===== src/rtl/conv_encoder.sv =====
// conv_encoder
//   Rate-1/2, constraint-length-3 convolutional encoder (transmit side of the
//   Viterbi link). Encodes FRAME_LEN info bits per frame into 2-bit symbols,
//   then appends two zero tail bits so the trellis returns to state 0.
//
// Ports
//   clk        rising-edge clock
//   reset      asynchronous active-low reset
//   start      1-cycle pulse, starts a frame (only honoured in IDLE)
//   in_valid   in_bit is valid
//   in_bit     info bit
//   in_ready   bit is accepted this cycle (combinational)
//   out_valid  out_sym holds a symbol
//   out_sym    {G0 parity, G1 parity}
//   out_ready  downstream consumes out_sym this cycle
//   busy       frame in progress (state != IDLE)
//   frame_done 1-cycle pulse after the last tail symbol is consumed
module conv_encoder #(
    parameter int         FRAME_LEN = 16,
    parameter logic [2:0] G0        = 3'b111,
    parameter logic [2:0] G1        = 3'b101
) (
    input  logic       clk,
    input  logic       reset,
    input  logic       start,
    input  logic       in_valid,
    input  logic       in_bit,
    output logic       in_ready,
    output logic       out_valid,
    output logic [1:0] out_sym,
    input  logic       out_ready,
    output logic       busy,
    output logic       frame_done
);

    typedef enum logic [1:0] {IDLE, DATA, TAIL, DRAIN} state_t;

    // One extra bit so the counter can reach FRAME_LEN without wrapping.
    localparam int            CW       = $clog2(FRAME_LEN) + 1;
    localparam logic [CW-1:0] CNT_LAST = CW'(FRAME_LEN - 1);

    state_t        state, state_nxt;
    logic [CW-1:0] cnt;
    logic          tcnt;
    logic [1:0]    sr;          // sr[1] = previous bit, sr[0] = bit before that
    logic          slot_free;
    logic          load;
    logic          load_bit;
    logic          clr_frame;
    logic          done_nxt;
    logic [2:0]    win;
    logic [1:0]    sym_nxt;

    assign slot_free = !out_valid || out_ready;
    assign busy      = (state != IDLE);

    // Window is {current, previous, previous-1}; parity over generator taps.
    assign win     = {load_bit, sr};
    assign sym_nxt = {^(win & G0), ^(win & G1)};

    always_comb begin
        state_nxt = state;
        in_ready  = 1'b0;
        load      = 1'b0;
        load_bit  = 1'b0;
        clr_frame = 1'b0;
        done_nxt  = 1'b0;
        case (state)
            IDLE: begin
                if (start) begin
                    clr_frame = 1'b1;
                    state_nxt = DATA;
                end
            end
            DATA: begin
                in_ready = slot_free;
                if (in_valid && slot_free) begin
                    load     = 1'b1;
                    load_bit = in_bit;
                    if (cnt == CNT_LAST) state_nxt = TAIL;
                end
            end
            TAIL: begin
                // Tail bits are zeros (load_bit default) to flush the trellis.
                if (slot_free) begin
                    load = 1'b1;
                    if (tcnt) state_nxt = DRAIN;
                end
            end
            DRAIN: begin
                // Last tail symbol sits in the output slot; wait for it to go.
                if (out_valid && out_ready) begin
                    done_nxt  = 1'b1;
                    state_nxt = IDLE;
                end
            end
            default: state_nxt = IDLE;
        endcase
    end

    always_ff @(posedge clk or negedge reset) begin
        if (!reset) begin
            state      <= IDLE;
            frame_done <= 1'b0;
        end else begin
            state      <= state_nxt;
            frame_done <= done_nxt;
        end
    end

    always_ff @(posedge clk or negedge reset) begin
        if (!reset) begin
            sr   <= 2'b00;
            cnt  <= '0;
            tcnt <= 1'b0;
        end else if (clr_frame) begin
            sr   <= 2'b00;
            cnt  <= '0;
            tcnt <= 1'b0;
        end else if (load) begin
            sr <= {load_bit, sr[1]};
            if (state == DATA) begin
                cnt  <= cnt + CW'(1);
                tcnt <= 1'b0;
            end else begin
                tcnt <= ~tcnt;
            end
        end
    end

    // Single-entry output slot; holds out_sym while stalled.
    always_ff @(posedge clk or negedge reset) begin
        if (!reset) begin
            out_valid <= 1'b0;
            out_sym   <= 2'b00;
        end else if (load) begin
            out_valid <= 1'b1;
            out_sym   <= sym_nxt;
        end else if (out_ready) begin
            out_valid <= 1'b0;
        end
    end

endmodule


===== config.mk =====
export PLATFORM = sky130hd
export DESIGN_NAME = conv_encoder
export DESIGN_NICKNAME = d
export VERILOG_FILES = /design/src/rtl/conv_encoder.sv
export SDC_FILE = /design/constraint.sdc
export NUM_CORES = 1
export LEC_CHECK = 0
export BUFFER_PORTS_ARGS = -buffer_cell sky130_fd_sc_hd__buf_2
export CAP_MARGIN = 20
export CORE_MARGIN = 5
export CORE_UTILIZATION = 25
export CTS_CLUSTER_SIZE = 14
export DETAILED_ROUTE_END_ITERATION = 8
export PLACE_DENSITY = 0.52
export SYNTH_ARGS = -nofsm -noshare
export SYNTH_HDL_FRONTEND = slang
export SYNTH_SLANG_ARGS = --single-unit

===== constraint.sdc =====
create_clock -name clk -period 2.02 [get_ports clk]
set_clock_uncertainty 0.05 [all_clocks]
set_input_delay 0.404 -clock clk [delete_from_list [all_inputs] [get_ports clk]]
set_output_delay 0.404 -clock clk [all_outputs]
set_load 0.05 [all_outputs]

==> metrics <==
outcome=complete, no violations; CTS tree=built; reg2reg start=state[1]$_DFFE_PN0P_; maximum fanout along the worst path=7; Setup WS pre-CTS=0.217 ns; leak pwr=0.468 nW; Area Overhead vs Synth=16.0%; ANT nets after route=0; total grt overflow=0; final net count=101; GP Congestion=0.701; endpoints failing hold=0; Chip Width=between 60 and 70 microns; Die Y=65.7 microns; effective utilization at floorplan=0.258; Cell Rows=20; worst hold path startpoint=out_ready; most frequent cells in the layout=dfrtp_1 (14), buf_2 (11), nor2_1 (7), nand2_1 (6); largest net degree at the start of global routing=15; footprint of the multi-input gates=393 sq um; routed via count=534; Worst Tran Pin Value=0.333 ns; wire per inst=~11 microns; area leader, netlist=dfrtp_1; Worst Setup Start Kind=flop; Inserted Diodes=0; Final WS setup=0.124 ns; Clock Sinks=14; htree depth=1; synth warn=0; number of port buffers=11; post-synth net total=85; max cap viols=0; #FFs+latches synth=14; Pwr Total=between 1 and 1.5 mW; Clock Tree Root=clkbuf_4; DIE AREA=0.00431 sq mm; Post-Syn Area per Cell=10.6 sq um; proportion of layout cells with a drive suffix above 1=0.264; CP Class=reg2out; area share of the largest cell type after synthesis=0.452; Unique masters post-synth=30; vias in the first global route=538; Syn Inst Count=73; r2r worst-path depth=6; final worst path period need=approximately 1.9 ns; GRT Total Usage=0.0747; drt via density=4.45; clk_lat worst skew=0.27 ns; Rel. slew slack=0.778; DR pass1 iterations=4; I/O pin count=12; setup TNS=0 ns; CTS Buf Count=3; CP arrival=between 1 and 1.5 ns; Required @ worst endpoint=1.57 ns; Core Box Area=0.00300 sq mm; Pins Over Slew Limit=0; hold path depth=2; CTS clk-pin slew, worst paths=0.08 ns; Residual DRC=0; Fillers=316; period utilization=0.939; Peak supply drop=0.319 mV; RSZ-0062 raised after global routing=no; largest cells by area after synthesis=dfrtp_1 (45%), ha_1 (9.7%), mux2i_1 (5.2%), nor2_1 (3.4%), nand2_1 (2.9%); CP endpoint kind=output pin; Power per Cell Area=between 1000 and 1500 mW/mm^2; synthesized cell area=774 sq um; Hold Crit Class=in2reg; Worst Hold End=frame_done$_DFF_PN0_; drt total wl=about 1400 microns; DRT iter0 DRCs=14; r2r endpoint=cnt[3]$_DFFE_PN0P_; Fmax=527 MHz; Seq/Total Area, Yosys=0.452; endpoints failing setup=0; leading cell type in the layout, fill and taps excluded=dfrtp_1; first-pass GRT wire length=2330 microns; Max Root-Sink Buffers=2; Register Area=350 sq um; initial antenna violation count=0; r2r setup slk=0.24 ns
[worst max-delay path by stage]
| stage | startpoint | end | slack (ns) |
|---|---|---|---|
| 2_1_floorplan | state[0]$_DFFE_PN0P_ | state[1]$_DFFE_PN0P_ | 0.13 |
| 3_3_place_gp | out_ready | state[1]$_DFFE_PN0P_ | 0.23 |
| 3_5_place_dp | out_ready | state[1]$_DFFE_PN0P_ | 0.22 |
| 4_1_cts | state[1]$_DFFE_PN0P_ | in_ready | 0.04 |
| 5_1_grt | state[1]$_DFFE_PN0P_ | in_ready | 0.03 |
| 6_report | state[1]$_DFFE_PN0P_ | in_ready | 0.12 |
[cell type report]
class | count | share of cell area
Sequential cell | 14 | 0.390
Timing Repair Buffer | 13 | 0.0808
Tap cell | 33 | 0.0460
Inverter | 5 | 0.0209
Multi-Input combinational cell | 52 | 0.437
Clock buffer | 3 | 0.0251
[metrics by stage]
step                      hold WS (ns)  area, sq um  std cells   util
after detailed placement         0.277          863        116  0.288
after global routing             0.345          898        120  0.299
final                            0.352          898        120  0.299
after global placement           0.269          863        116  0.288
after floorplan                 0.0584          774         73      -
after CTS                        0.338          896        120  0.298
[report_power, final]
part	internal, mW	leakage, nW	switching [mW]
clock	0.0690	0.0138	0.0865
combinational	0.293	0.268	0.445
sequential	0.365	0.187	0.0651
[what timing repair did]
action	in CTS	in global routing
setup buffers	0	0
gates resized for setup	0	1
endpoints found under the setup margin	0	1
hold buffers	1	0
hold endpoints to repair	14	0
[routing by layer]
| metal | GRT usage | wire length, microns | vias up |
|---|---|---|---|
| li1 | - | - | 279 |
| met3 | 0.0205 | 44 | 2 |
| met5 | 0 | 0 | - |
| met1 | 0.0870 | 655 | 245 |
| met2 | 0.109 | 631 | 8 |
| met4 | 0.0699 | 34 | 0 |
[cell families (layout without fill, tap and decap cells)]
group,count (synthesis),in the layout,synth area share
muxes,5,5,0.0711
AOI/OAI and AO/OA,11,11,0.0953
adders and majority gates,6,6,0.0969
xor gates and xnor gates,4,4,0.0630
and+or+nand+nor,26,26,0.178
buffers and inverters,7,21,0.0436
DFF,14,14,0.452
[Yosys cell counts (all sizes together)]
cell type	instances
inv	5
or3	2
o21a	1
xnor3	1
nand2	6
a21boi	1
ha	6
dfrtp	14
and2	2
nor2	7
mux2i	4
o21ai	3
a31oi	1
nand4	1
a21oi	3
xor2	2
buf	2
and4	1
nand2b	1
a2111o	1
or2	1
nand3	3
mux2	1
and3	2
a21o	1
xnor2	1
[state kept, by name, indices dropped and copies added, names as in the netlist]
name	count
out_sym	2
sr	2
tcnt	1
cnt	5
state	2
out_valid	1
frame_done	1
[worst max-delay path, cell delays in order, from the launching register on]
cell and delay, ns:
dfrtp_1 0.43, inv_1 0.10, ha_2 0.24, and2_2 0.15, buf_2 0.25
Note: power is estimated with default switching activity, not from simulation.
